--- config.mk ---
export PLATFORM = sky130hd
export DESIGN_NAME = dac_serializer
export DESIGN_NICKNAME = d
export VERILOG_FILES = /design/src/rtl/dac_serializer.sv
export SDC_FILE = /design/constraint.sdc
export NUM_CORES = 1
export LEC_CHECK = 0
export CAP_MARGIN = 20
export CORE_ASPECT_RATIO = 0.8
export CORE_MARGIN = 3
export CORE_UTILIZATION = 45
export CTS_CLUSTER_DIAMETER = 150
export CTS_CLUSTER_SIZE = 14
export DETAILED_ROUTE_END_ITERATION = 16
export HOLD_SLACK_MARGIN = 0.08
export PLACE_DENSITY = 0.68
export SETUP_SLACK_MARGIN = 0.1
export SLEW_MARGIN = 0
export SYNTH_ARGS = -nofsm -noshare
export SYNTH_HDL_FRONTEND = slang
export SYNTH_SLANG_ARGS = --single-unit
export TNS_END_PERCENT = 100
--- constraint.sdc ---
create_clock -name BCLK -period 2.11 [get_ports BCLK]
set_clock_uncertainty 0.1 [all_clocks]
set_input_delay 0.211 -clock BCLK [delete_from_list [all_inputs] [get_ports BCLK]]
set_output_delay 0.211 -clock BCLK [all_outputs]
set_load 0.02 [all_outputs]
--- src/rtl/dac_serializer.sv ---
// Left-justified stereo DAC serializer: a one-deep holding buffer feeds a frame
// register that is driven MSB-first onto DACDAT on the falling edge of BCLK.
module dac_serializer #(
  parameter int SAMPLE_WIDTH    = 16,
  parameter int UNDERRUN_REPEAT = 0,
  parameter int CNT_WIDTH       = 8
) (
  input  logic                      BCLK,
  input  logic                      RESET,
  input  logic                      DACLRCK,
  input  logic [2*SAMPLE_WIDTH-1:0] DACDAT_PAR,
  input  logic                      VALID,
  output logic                      READY,
  output logic                      DACDAT,
  output logic                      UNDERRUN,
  output logic [CNT_WIDTH-1:0]      UNDERRUN_CNT,
  output logic [2:0]                dbg_state
);

  localparam int FW = 2 * SAMPLE_WIDTH;
  localparam int BW = (SAMPLE_WIDTH > 1) ? $clog2(SAMPLE_WIDTH) : 1;
  localparam logic [BW-1:0] LAST_BIT = BW'(SAMPLE_WIDTH - 1);
  localparam logic [CNT_WIDTH-1:0] CNT_MAX = '1;

  typedef enum logic [2:0] {
    S_IDLE  = 3'd0,
    S_LEFT  = 3'd1,
    S_LPAD  = 3'd2,
    S_RIGHT = 3'd3,
    S_RPAD  = 3'd4
  } state_t;

  state_t                state_q, state_d;
  logic [BW-1:0]         bit_cnt_q, bit_cnt_d;
  logic [FW-1:0]         shift_q, shift_d;
  logic [FW-1:0]         last_q, last_d;
  logic [FW-1:0]         buf_q, buf_d;
  logic                  buf_full_q, buf_full_d;
  logic                  lrck_prev_q, lrck_prev_d;
  logic                  dacdat_q, dacdat_d;
  logic                  underrun_q, underrun_d;
  logic [CNT_WIDTH-1:0]  cnt_q, cnt_d;

  logic                  frame_start;
  logic                  lr_switch;
  logic                  last_bit;
  logic                  accept;
  logic [FW-1:0]         frame_src;
  logic [BW-1:0]         bit_idx;
  logic [SAMPLE_WIDTH-1:0] left_half;
  logic [SAMPLE_WIDTH-1:0] right_half;

  // Handshake: a frame is taken on any falling edge where VALID and READY are
  // both high; READY is simply the inverse of the buffer-full flag.
  assign READY        = ~buf_full_q;
  assign DACDAT       = dacdat_q;
  assign UNDERRUN     = underrun_q;
  assign UNDERRUN_CNT = cnt_q;
  assign dbg_state    = state_q;

  assign frame_start = DACLRCK & ~lrck_prev_q;
  assign lr_switch   = ~DACLRCK & lrck_prev_q;
  assign last_bit    = (bit_cnt_q == LAST_BIT);
  assign accept      = VALID & ~buf_full_q;
  assign bit_idx     = LAST_BIT - bit_cnt_q;
  assign left_half   = shift_q[FW-1:SAMPLE_WIDTH];
  assign right_half  = shift_q[SAMPLE_WIDTH-1:0];

  // An empty buffer at frame start sends silence or repeats the last real frame.
  always_comb begin
    frame_src = '0;
    if (buf_full_q) begin
      frame_src = buf_q;
    end else if (UNDERRUN_REPEAT != 0) begin
      frame_src = last_q;
    end
  end

  always_ff @(negedge BCLK or posedge RESET) begin
    if (RESET) begin
      state_q   <= S_IDLE;
      bit_cnt_q <= '0;
    end else begin
      state_q   <= state_d;
      bit_cnt_q <= bit_cnt_d;
    end
  end

  // A frame start always restarts the left half, truncating whatever was in flight.
  always_comb begin
    state_d   = state_q;
    bit_cnt_d = bit_cnt_q;
    if (frame_start) begin
      state_d   = S_LEFT;
      bit_cnt_d = BW'(1);
    end else if (lr_switch && (state_q == S_LEFT || state_q == S_LPAD)) begin
      state_d   = S_RIGHT;
      bit_cnt_d = BW'(1);
    end else begin
      case (state_q)
        S_LEFT: begin
          if (last_bit) begin
            state_d = S_LPAD;
          end else begin
            bit_cnt_d = bit_cnt_q + BW'(1);
          end
        end
        S_RIGHT: begin
          if (last_bit) begin
            state_d = S_RPAD;
          end else begin
            bit_cnt_d = bit_cnt_q + BW'(1);
          end
        end
        default: begin
          state_d = state_q;
        end
      endcase
    end
  end

  always_comb begin
    dacdat_d    = 1'b0;
    shift_d     = shift_q;
    last_d      = last_q;
    buf_d       = buf_q;
    buf_full_d  = buf_full_q;
    underrun_d  = 1'b0;
    cnt_d       = cnt_q;
    lrck_prev_d = DACLRCK;

    if (frame_start) begin
      shift_d  = frame_src;
      dacdat_d = frame_src[FW-1];
      if (buf_full_q) begin
        last_d     = buf_q;
        buf_full_d = 1'b0;
      end else begin
        underrun_d = 1'b1;
        if (cnt_q != CNT_MAX) begin
          cnt_d = cnt_q + CNT_WIDTH'(1);
        end
      end
    end else if (lr_switch && (state_q == S_LEFT || state_q == S_LPAD)) begin
      dacdat_d = right_half[SAMPLE_WIDTH-1];
    end else begin
      case (state_q)
        S_LEFT:  dacdat_d = left_half[bit_idx];
        S_RIGHT: dacdat_d = right_half[bit_idx];
        default: dacdat_d = 1'b0;
      endcase
    end

    // Capture happens after the frame-start load, so a word accepted on the
    // frame-start edge waits for the next frame instead of bypassing.
    if (accept) begin
      buf_d      = DACDAT_PAR;
      buf_full_d = 1'b1;
    end
  end

  always_ff @(negedge BCLK or posedge RESET) begin
    if (RESET) begin
      shift_q     <= '0;
      last_q      <= '0;
      buf_q       <= '0;
      buf_full_q  <= 1'b0;
      lrck_prev_q <= 1'b1;
      dacdat_q    <= 1'b0;
      underrun_q  <= 1'b0;
      cnt_q       <= '0;
    end else begin
      shift_q     <= shift_d;
      last_q      <= last_d;
      buf_q       <= buf_d;
      buf_full_q  <= buf_full_d;
      lrck_prev_q <= lrck_prev_d;
      dacdat_q    <= dacdat_d;
      underrun_q  <= underrun_d;
      cnt_q       <= cnt_d;
    end
  end

endmodule
Word level (Yosys, flattened, before mapping)
Cells that the tools add are included.
Storage, ports and cells
  bits in registers: 83
  bits of input ports: 36
  output and inout bits: 14
  logic and storage cells: 57
Operators by class
  add/subtract/negate cells: 3
  order comparisons: 1
  equality and inequality tests: 8
  muxes and demuxes: 21
  bitwise operators: 6
  reductions and logical operators: 9
Operators with widths (number)
  32-bit 2-to-1 mux: 1
  4-bit 2-to-1 mux: 4
  3-bit 2-to-1 mux: 4
  8-bit by 1-bit adder with 8-bit output, second input constant: 1
  1-bit binary-select mux with 4-bit select: 2
  1-bit 2-to-1 mux: 8
  8-bit inequality test, second input constant: 1
  3-bit by 2-bit == test with 1-bit output, second input constant: 2
  3-bit case mux with 2 select lines: 1
  3-bit AND reduction: 2
  4-bit by 5-bit < comparator with 1-bit output, second input constant: 1
  4-bit by 1-bit adder with 4-bit output, second input constant: 1
  4-bit == test, second input constant: 1
  4-bit by 3-bit inequality test with 1-bit output, second input constant: 1
  4-bit inequality test, second input constant: 1
  4-bit nonzero test: 1
  4-bit subtractor, first input constant: 1
  1-bit bitwise AND: 3
  3-bit by 1-bit == test with 1-bit output, second input constant: 1
  3-bit by 2-bit inequality test with 1-bit output, second input constant: 1
  1-bit NOT: 3
  3-bit nonzero test: 1
  1-bit case mux with 2 select lines: 1
  2-bit AND reduction: 1
  4 further kinds: 4

Logic depth before layout (Yosys ltp)
Gate-level depths: netlist of run 1.
  depth in word-level cells: 6
  gate-level depth with buffers: 6
  gate-level depth less buffers: 6

==> impl_metrics.yaml, run 1 <==
placement:
  placed_area_mm2: 0.00460
  place_congestion: 0.786
  dp_hpwl_um: 5240
  io_buffers: 49
  dp.cells: 486
  place_worst_setup_slack_ns: -0.830
power:
  power_leakage_nw: 2.33
  clockPowerShare_pct: 20.2
  p_comb_share_pct: 38.2
  sw_frac_of_total_pct: 32.0
  power_density_mw_per_mm2: 1200
  intPower_w: 0.00416
  p_total_w: 0.00613
  seqPwrFrac_pct: 41.6
  max-vdd-ir-drop_v: 0.000883
  power_switching_w: 0.00196
drt:
  final_antenna_net_count: 0
  vias_per_cell: 5.05
  vias: 2616
  avgRoutedWirePerCell_um: 15.8
  first_pass_iters: 4
  drc: 0
  drt_iter0_markers: 106
  wl_um: 8170
cells_and_area:
  final_cell_mix: "dfrtn_1 (82), nand2_1 (71), mux2_4 (33), clkdlybuf4s50_1 (33)"
  fin_cells: 518
  regArea_mm2: 0.00208
  drive_above_1_share_pct: 31.5
  antenna_cells: 0
  final_nets: 446
  final_common_cell: "dfrtn_1"
  num-fill-cells: 617
  syn2layout_area_growth_pct: 40.2
  multi_input_area_mm2: 0.00165
  postLayoutCellArea_mm2: 0.00513
timing:
  setup_ws_ns: -0.214
  worstMarginPinSlew_ns: 0.489
  report.final.hold_viol_count: 0
  rsz0062_at_grt: "yes"
  slew_headroom_pct: 66.6
  setup_viol: 15
  drv_slew: 0
  holdWs_ns: 0.324
global_routing:
  antenna_found_initial: 0
  grt_util_all_layers_pct: 19.6
  grt_max_degree: 36
  grt_first_pass_wirelength_um: 14000
  overflow: 0
  grt_pass1_vias: 2674
floorplan:
  chipWidth_um: 107
  initial_core_util_pct: 47.9
  ios: 50
  fp.dieH_um: 86.6
  core_area_mm2: 0.00764
  die_area_mm2: 0.00925
  rows: 28
critical_path:
  critPathRequiredTime_ns: 1.80
  cp.arrival_ns: 2.01
  slowest_delay_ns: 0.43
  endpoint_kind: "output pin"
  crit_fanout: 2
  crit_path_top_delay_cell: "dfrtn_1"
  critPathKind: "flip-flop to output pin"
  cp_cell_sequence: "inv_2 > buf_6"
  worstSetupStartpointType: "flip-flop"
synthesis:
  synthDistinctLibCells: 46
  synth.avg_cell_area_um2: 11.3
  synth.top_cell.area_share_pct: 56.1
  synth_top_area_cell: "dfrtn_1"
  synthesis.area_mm2: 0.00366
  synth_edf_count: 0
  synth_seq_cells: 83
  synth_nets: 361
  yosysSeqAreaShare_pct: 56.8
  synth.area.top_cells: "dfrtn_1 (56%), mux2_1 (8.9%), nand2_1 (7.4%)"
  synth_warnings: 0
  synthArstFlopShare_pct: 100
  synth_cells: 323
  ys.flop_type: "dfrtn_1"
job:
  drv_cap: 0
cts:
  cts.path.max_buffers: 2
  cts.sinks: 83
  ctsHoldBuffers: 0
  htreeDepth: 3
  clkTransAtPathRegs_ns: 0.06
  cts-buffers-inserted: 9
  clock_latency_ns: 0.38
  cts-root-buf: "clkbuf_8"
  cts_tree: "built"
worst_hold_path:
  worstHoldPathType: "flip-flop to flip-flop"
outcome:
  violations: "setup timing"
  status: "finished with violations"
==> synthesized netlist by cell type, types with 4 or more instances <==
library cell	count
mux2_1	29
mux2i_1	6
nand2b_1	5
buf_2	11
o21ai_0	32
nor2b_1	5
mux2_2	4
nand2_1	72
dfrtn_1	82
nand3_1	4
clkbuf_1	6
xnor2_1	6
inv_1	4
mux4_2	4
xor2_1	5
nor2_1	9
==> state kept, by name, summed over array words and instances (netlist names), 3 cells and up <==
register / count
buf_q: 32
shift_q: 32
dbg_state: 3
bit_cnt_q: 4
UNDERRUN_CNT: 8
==> cell families (layout without fill, tap and decap cells) <==
| kind of cell | count (synthesis) | count (layout) | synth area share [%] |
|---|---|---|---|
| buffers and inverters | 26 | 116 | 3.35 |
| DFF | 83 | 83 | 56.8 |
| adders and majority gates | 2 | 2 | 0.684 |
| AOI/OAI and AO/OA | 49 | 49 | 8.86 |
| xor gates and xnor gates | 11 | 11 | 2.63 |
| and+or+nand+nor | 109 | 109 | 13.4 |
| muxes | 43 | 43 | 14.3 |
==> final timing paths <==
kind / start / endpoint / slack, ns / cells after the start
max: buf_full_q / READY / -0.21 / 2
min reg2reg: shift_q[4] / shift_q[4] / 0.32 / 2
min in group asynchronous: RESET / buf_q[15] / 1.17 / 3
min: shift_q[4] / shift_q[4] / 0.32 / 2
max reg2reg: UNDERRUN_CNT[1] / UNDERRUN_CNT[1] / 0.16 / 6
max in group asynchronous: RESET / buf_q[1] / 0.50 / 3
==> critical path, delay by kind of cell, from the launching register on <==
family | cells | cell delay, ns
flops | 1 | 0.43
buf+inv | 2 | 0.19
==> repair_timing <==
item                       4_1_cts  5_1_grt
buffers inserted                 8        4
setup endpoints to repair       96       70
gates cloned                     4        0
resized for setup              116        5
pin swaps                        4        2
==> stage by stage <==
| step | setup TNS (ns) | utilization (%) |
|---|---|---|
| 2_1_floorplan | -16.60 | - |
| 3_5_place_dp | -53.76 | 60.2 |
| 6_report | -2.14 | 67.1 |
| 4_1_cts | -2.32 | 66.4 |
| 5_1_grt | -2.66 | 67.1 |
| 3_3_place_gp | -52.27 | 60.2 |
==> per-layer routing <==
layer  global-route usage (%)  share of wire (%)
met3                     5.29                4.0
met4                     5.23               0.98
met1                     28.9                 50
met2                     28.9                 45
met5                        0                  0
==> final cells by class <==
cell class	count	area share, %
clock buffers	12	2.64
clock inverters	5	1.54
inverters	3	0.293
multi-input cells	214	32.2
flip-flops and latches	83	40.5
well taps	105	2.56
repair buffers	96	20.2
==> power by group through the flow <==
stage | Combinational (W) | Sequential [W] | Clock (W)
final | 0.00234 | 0.00255 | 0.00124
after global routing | 0.00257 | 0.00262 | 0.00134
after CTS | 0.00229 | 0.00254 | 0.00127
after detailed placement | 0.00207 | 0.00254 | 0.00000593
after global placement | 0.00203 | 0.00253 | 0.00000593
after floorplan | 0.00136 | 0.00253 | 0.00000593
Note: power is estimated with default switching activity, not from simulation.
==> run 2, diff against run 1 <==
--- a/config.mk
+++ b/config.mk
@@ -8,12 +8,12 @@
 export CAP_MARGIN = 20
 export CORE_ASPECT_RATIO = 0.8
 export CORE_MARGIN = 3
-export CORE_UTILIZATION = 45
+export CORE_UTILIZATION = 39
 export CTS_CLUSTER_DIAMETER = 150
 export CTS_CLUSTER_SIZE = 14
 export DETAILED_ROUTE_END_ITERATION = 16
 export HOLD_SLACK_MARGIN = 0.08
-export PLACE_DENSITY = 0.68
+export PLACE_DENSITY = 0.6
 export SETUP_SLACK_MARGIN = 0.1
 export SLEW_MARGIN = 0
 export SYNTH_ARGS = -nofsm -noshare
==> run 2 against run 1 <==
Compared with the run above:
- the run still ends with setup timing left
- register-to-register slack better by 0.03 ns
- critical endpoint unchanged
- sequential power about the same
- via count down 2.2%
- non-clock buffer count down 3
- combinational power down 3%
- die area up 14%
==> impl_metrics.yaml, run 2 (synthesis results as in run 1) <==
drt:
  drc: 0
  vias: 2558
  first_pass_iters: 4
  vias_per_cell: 4.91
  wl_um: 7780
  final_antenna_net_count: 0
  drt_iter0_markers: 130
  avgRoutedWirePerCell_um: 14.9
worst_hold_path:
  hold_start: "shift_q[12]"
  hold_path_depth: 2
  worstHoldPathType: "flip-flop to flip-flop"
  holdPathEnd: "shift_q[12]"
cells_and_area:
  final_cell_mix: "dfrtn_1 (82), nand2_1 (71), mux2_4 (33), clkdlybuf4s50_1 (33), o21ai_0 (32)"
  syn2layout_area_growth_pct: 40.1
  antenna_cells: 0
  fin_cells: 521
  regArea_mm2: 0.00208
  final_common_cell: "dfrtn_1"
  num-fill-cells: 760
  final_nets: 443
  multi_input_area_mm2: 0.00164
  drive_above_1_share_pct: 31.8
critical_path:
  critPathRequiredTime_ns: 1.80
  r2r_start: "buf_full_q"
  r2r_slack_ns: 0.19
  endpoint_kind: "output pin"
  timing.rr.end: "buf_q[10]"
  worstSetupStartpointType: "flip-flop"
  crit_fanout: 2
  critPathKind: "flip-flop to output pin"
  cp.arrival_ns: 2.00
  r2r_cells: 7
timing:
  holdWs_ns: 0.323
  setup_viol: 14
  rsz0062_at_grt: "yes"
  report.final.hold_viol_count: 0
  setup_ws_ns: -0.199
  worstMarginPinSlew_ns: 0.490
  slew_headroom_pct: 66.5
  drv_slew: 0
floorplan:
  initial_core_util_pct: 41.6
  ios: 50
  die_area_mm2: 0.0106
  core_area_mm2: 0.00878
  fp.dieH_um: 92.6
  chipWidth_um: 114
  rows: 30
placement:
  dp.cells: 491
  io_buffers: 49
  place_congestion: 0.822
  dp_hpwl_um: 5330
global_routing:
  top_usage_layer: "met1"
  antenna_found_initial: 0
  met1_usage_pct: 25.5
  gr-usage-met2_pct: 22.3
  grt_pass1_vias: 2682
  gr-usage-met3_pct: 4.44
  overflow: 0
  grt_util_all_layers_pct: 16.7
  grt_first_pass_wirelength_um: 13700
  grt_max_degree: 36
cts:
  cts.path.max_buffers: 2
  cts_tree: "built"
  clkTransAtPathRegs_ns: 0.04
  cts-root-buf: "clkbuf_16"
  ctsHoldBuffers: 0
  htreeDepth: 3
  cts-buffers-inserted: 9
  clock_latency_ns: 0.39
  cts.sinks: 83
power:
  p_total_w: 0.00634
  power_density_mw_per_mm2: 1240
  max-vdd-ir-drop_v: 0.000760
  power_leakage_nw: 2.34
outcome:
  violations: "setup timing"
  status: "finished with violations"
job:
  drv_cap: 0
-- run 2: cell types whose count changed in the layout (fill, tap and decap cells not counted), sizes merged --
| cell | change |
|---|---|
| clkinv | +3 |
| clkbuf | -3 |
| bufinv | -1 |
| buf | -3 |
-- run 2: cell type report --
class                   count  share of cell area (%)
inverters                   3                   0.293
multi-input cells         214                    32.0
flip-flops and latches     83                    40.6
clock buffers               9                    4.39
well taps                 112                    2.73
repair buffers             93                    18.8
clock inverters             7                    1.20
-- run 2: critical path: stages, from the launching register on --
cell     delay, ns
dfrtn_1       0.42
inv_2         0.06
buf_6         0.12
-- run 2: how the worst max path moves through the flow --
stage / endpoint / start / slack (ns)
finish: READY / buf_full_q / -0.20
global route: READY / buf_full_q / -0.22
CTS: UNDERRUN_CNT[6] / UNDERRUN_CNT[6] / -0.20
detailed placement: UNDERRUN_CNT[1] / DACLRCK / -0.81
global placement: UNDERRUN_CNT[1] / DACLRCK / -0.79
floorplan: UNDERRUN_CNT[1] / DACLRCK / -0.26
-- run 2: what timing repair did --
action,CTS,global route
pin swaps,3,1
buffers inserted,11,3
endpoints found under the setup margin,96,47
gates cloned,1,0
resized for setup,112,4
-- run 2: layer usage --
layer  share of wire [%]  vias up
li1                    -     1274
met1                  53     1221
met2                  42       50
met3                 3.8       13
met4                 1.7        0
met5                   0        -
-- run 2: power by group --
| group | switching [W] | internal (W) |
|---|---|---|
| sequential | 0.000391 | 0.00216 |
| clock | 0.000624 | 0.000902 |
| combinational | 0.000957 | 0.00130 |
-- run 2: per-stage QoR --
stage / TNS [ns] / setup slack, ns / area, um^2 / utilization, %
finish: -2.15 / -0.199 / 5120 / 58.3
global route: -2.61 / -0.221 / 5120 / 58.3
CTS: -2.30 / -0.200 / 5080 / 57.9
detailed placement: -53.23 / -0.811 / 4600 / 52.4
global placement: -52.34 / -0.792 / 4600 / 52.4
floorplan: -16.60 / -0.261 / 3830 / -
==> run 3, diff against run 2 <==
--- a/config.mk
+++ b/config.mk
@@ -5,6 +5,7 @@
 export SDC_FILE = /design/constraint.sdc
 export NUM_CORES = 1
 export LEC_CHECK = 0
+export ABC_AREA = 1
 export CAP_MARGIN = 20
 export CORE_ASPECT_RATIO = 0.8
 export CORE_MARGIN = 3
==> run 3 against run 2 <==
Compared with the run above:
- the run still ends with setup timing left
- largest cell class unchanged
- hold slack improved by 0.0015 ns
- global-route usage decreased by 0.69 points
- final cell count increased by 25%
- via count is 16% higher
- sequential power decreased by 7%
- sequential share of layout area rose by 0.11 points
- critical path type unchanged
- non-clock buffer count grew 6
- die area is 0.58% higher
- combinational power fell by 6%
- flip-flop and latch count unchanged
- total power fell by 5.3%
==> impl_metrics.yaml, run 3 <==
cts:
  cts_tree: "built"
  cts.path.max_buffers: 2
  cts-buffers-inserted: 9
  cts-root-buf: "clkbuf_16"
  cts.sinks: 83
  clkTransAtPathRegs_ns: 0.04
  ctsHoldBuffers: 0
  clock_latency_ns: 0.39
  htreeDepth: 3
global_routing:
  met1_usage_pct: 22.8
  gr-usage-met2_pct: 23.7
  grt_first_pass_wirelength_um: 13500
  antenna_found_initial: 0
  top_usage_layer: "met2"
  grt_util_all_layers_pct: 16.0
  grt_max_degree: 36
  overflow: 0
  grt_pass1_vias: 2860
  gr-usage-met3_pct: 4.64
critical_path:
  cp.arrival_ns: 1.98
  critPathKind: "flip-flop to output pin"
  crit_fanout: 2
  worstSetupStartpointType: "flip-flop"
  endpoint_kind: "output pin"
  critPathRequiredTime_ns: 1.80
drt:
  wl_um: 7950
  drt_iter0_markers: 104
  vias_per_cell: 4.55
  first_pass_iters: 4
  avgRoutedWirePerCell_um: 12.2
  drc: 0
  vias: 2965
  final_antenna_net_count: 0
cells_and_area:
  drive_above_1_share_pct: 19.2
  antenna_cells: 0
  syn2layout_area_growth_pct: 38.9
  regArea_mm2: 0.00208
  multi_input_area_mm2: 0.00131
  num-fill-cells: 853
  final_common_cell: "nand2_1"
  final_nets: 571
  fin_util_pct: 56.1
  postLayoutCellArea_mm2: 0.00511
  final_cell_mix: "nand2_1 (159), dfrtn_1 (82), inv_1 (61)"
  fin_cells: 651
floorplan:
  fp.dieH_um: 92.9
  chipWidth_um: 115
  ios: 50
  core_area_mm2: 0.00911
  rows: 31
  die_area_mm2: 0.0106
  initial_core_util_pct: 40.4
synthesis:
  synth_most_common_cell: "nand2_1"
  synth_cells: 439
  yosys-top-cells-count: "nand2_1 (164), dfrtn_1 (82), inv_1 (66), o21ai_0 (31), nand3_1 (27)"
  synthesis.area_mm2: 0.00368
  synth.top_cell.area_share_pct: 55.8
  synth_nets: 477
  synth.avg_cell_area_um2: 8.38
  synth.area.top_cells: "dfrtn_1 (56%), nand2_1 (17%), inv_1 (6.7%)"
  synth_warnings: 0
  synth_top_area_cell: "dfrtn_1"
  ys.flop_type: "dfrtn_1"
  synth_edf_count: 0
  synth_seq_cells: 83
  synthArstFlopShare_pct: 100
  synthDistinctLibCells: 27
  yosysSeqAreaShare_pct: 56.5
timing:
  rsz0062_at_grt: "yes"
  slew_headroom_pct: 74.3
  setup_viol: 14
  worstMarginPinSlew_ns: 0.386
  report.final.hold_viol_count: 0
  drv_slew: 0
  setup_ws_ns: -0.178
outcome:
  violations: "setup timing"
  status: "finished with violations"
placement:
  place_congestion: 0.814
  dp_hpwl_um: 5290
  place_worst_setup_slack_ns: -0.821
  dp.cells: 624
  io_buffers: 49
  placed_area_mm2: 0.00457
job:
  drv_cap: 0
power:
  max-vdd-ir-drop_v: 0.000670
  power_density_mw_per_mm2: 1170
  p_total_w: 0.00600
  power_leakage_nw: 2.57
worst_hold_path:
  worstHoldPathType: "flip-flop to flip-flop"
-- run 3: cell types whose count changed after synthesis, sizes merged, moves of 6 or more --
cell	previous run	this run
nand3	5	28
mux2	33	0
o22ai	0	13
inv	4	69
nand2	72	165
mux2i	6	0
o21ai	32	38
-- run 3: layout make-up --
type,count,area share (%)
flip-flops and latches,83,40.7
well taps,115,2.82
inverters,68,5.46
repair buffers,99,19.8
clock inverters,3,0.808
multi-input cells,271,25.7
clock buffers,12,4.82
-- run 3: worst paths after layout --
check / start / end / slack, ns / cells after the start
min in group asynchronous: RESET / dbg_state[0] / 1.10 / 3
max: buf_full_q / READY / -0.18 / 2
min: buf_q[16] / buf_q[16] / 0.32 / 2
max reg2reg: UNDERRUN_CNT[1] / UNDERRUN_CNT[7] / 0.32 / 11
max in group asynchronous: RESET / buf_q[27] / 0.51 / 3
min reg2reg: buf_q[16] / buf_q[16] / 0.32 / 2
-- run 3: stage by stage --
step           hold slack [ns]  TNS, ns
2_1_floorplan            0.310   -10.21
3_3_place_gp             0.329   -45.73
5_1_grt                  0.339    -2.42
3_5_place_dp             0.327   -47.59
4_1_cts                  0.330    -2.18
6_report                 0.325    -2.00
-- run 3: power breakdown --
part	internal [W]	switching [W]	total [W]	leakage [nW]
Combinational	0.000954	0.00116	0.00212	1.37
Sequential	0.00211	0.000252	0.00236	1.06
Clock	0.000938	0.000582	0.00152	0.140
Total	0.00401	0.00200	0.00600	2.57
-- run 3: what timing repair did --
item | in CTS | in global routing
pin swaps | 3 | 2
resized for setup | 105 | 20
setup endpoints to repair | 96 | 53
gates cloned | 2 | 0
buffers inserted | 6 | 6
hold endpoints to repair | 0 | 0
-- run 3: logic make-up (layout without fill, tap and decap cells) --
group | after synthesis | count (layout) | share of synthesized area [%]
compound gates | 57 | 57 | 8.33
fa+ha+maj | 2 | 2 | 0.680
simple gates | 206 | 206 | 23.4
flops | 83 | 83 | 56.5
buf+inv | 85 | 182 | 9.66
xor+xnor | 6 | 6 | 1.43
-- run 3: metal layers --
metal	wire length (um)	part of all wire (%)
met1	3960	50
met2	3520	44
met3	401	5.0
met4	74	0.93
met5	0	0
-- run 3: critical path, cell delays in order, from the launching register on --
cell	delay, ns
dfrtn_1	0.42
inv_2	0.05
buf_6	0.12
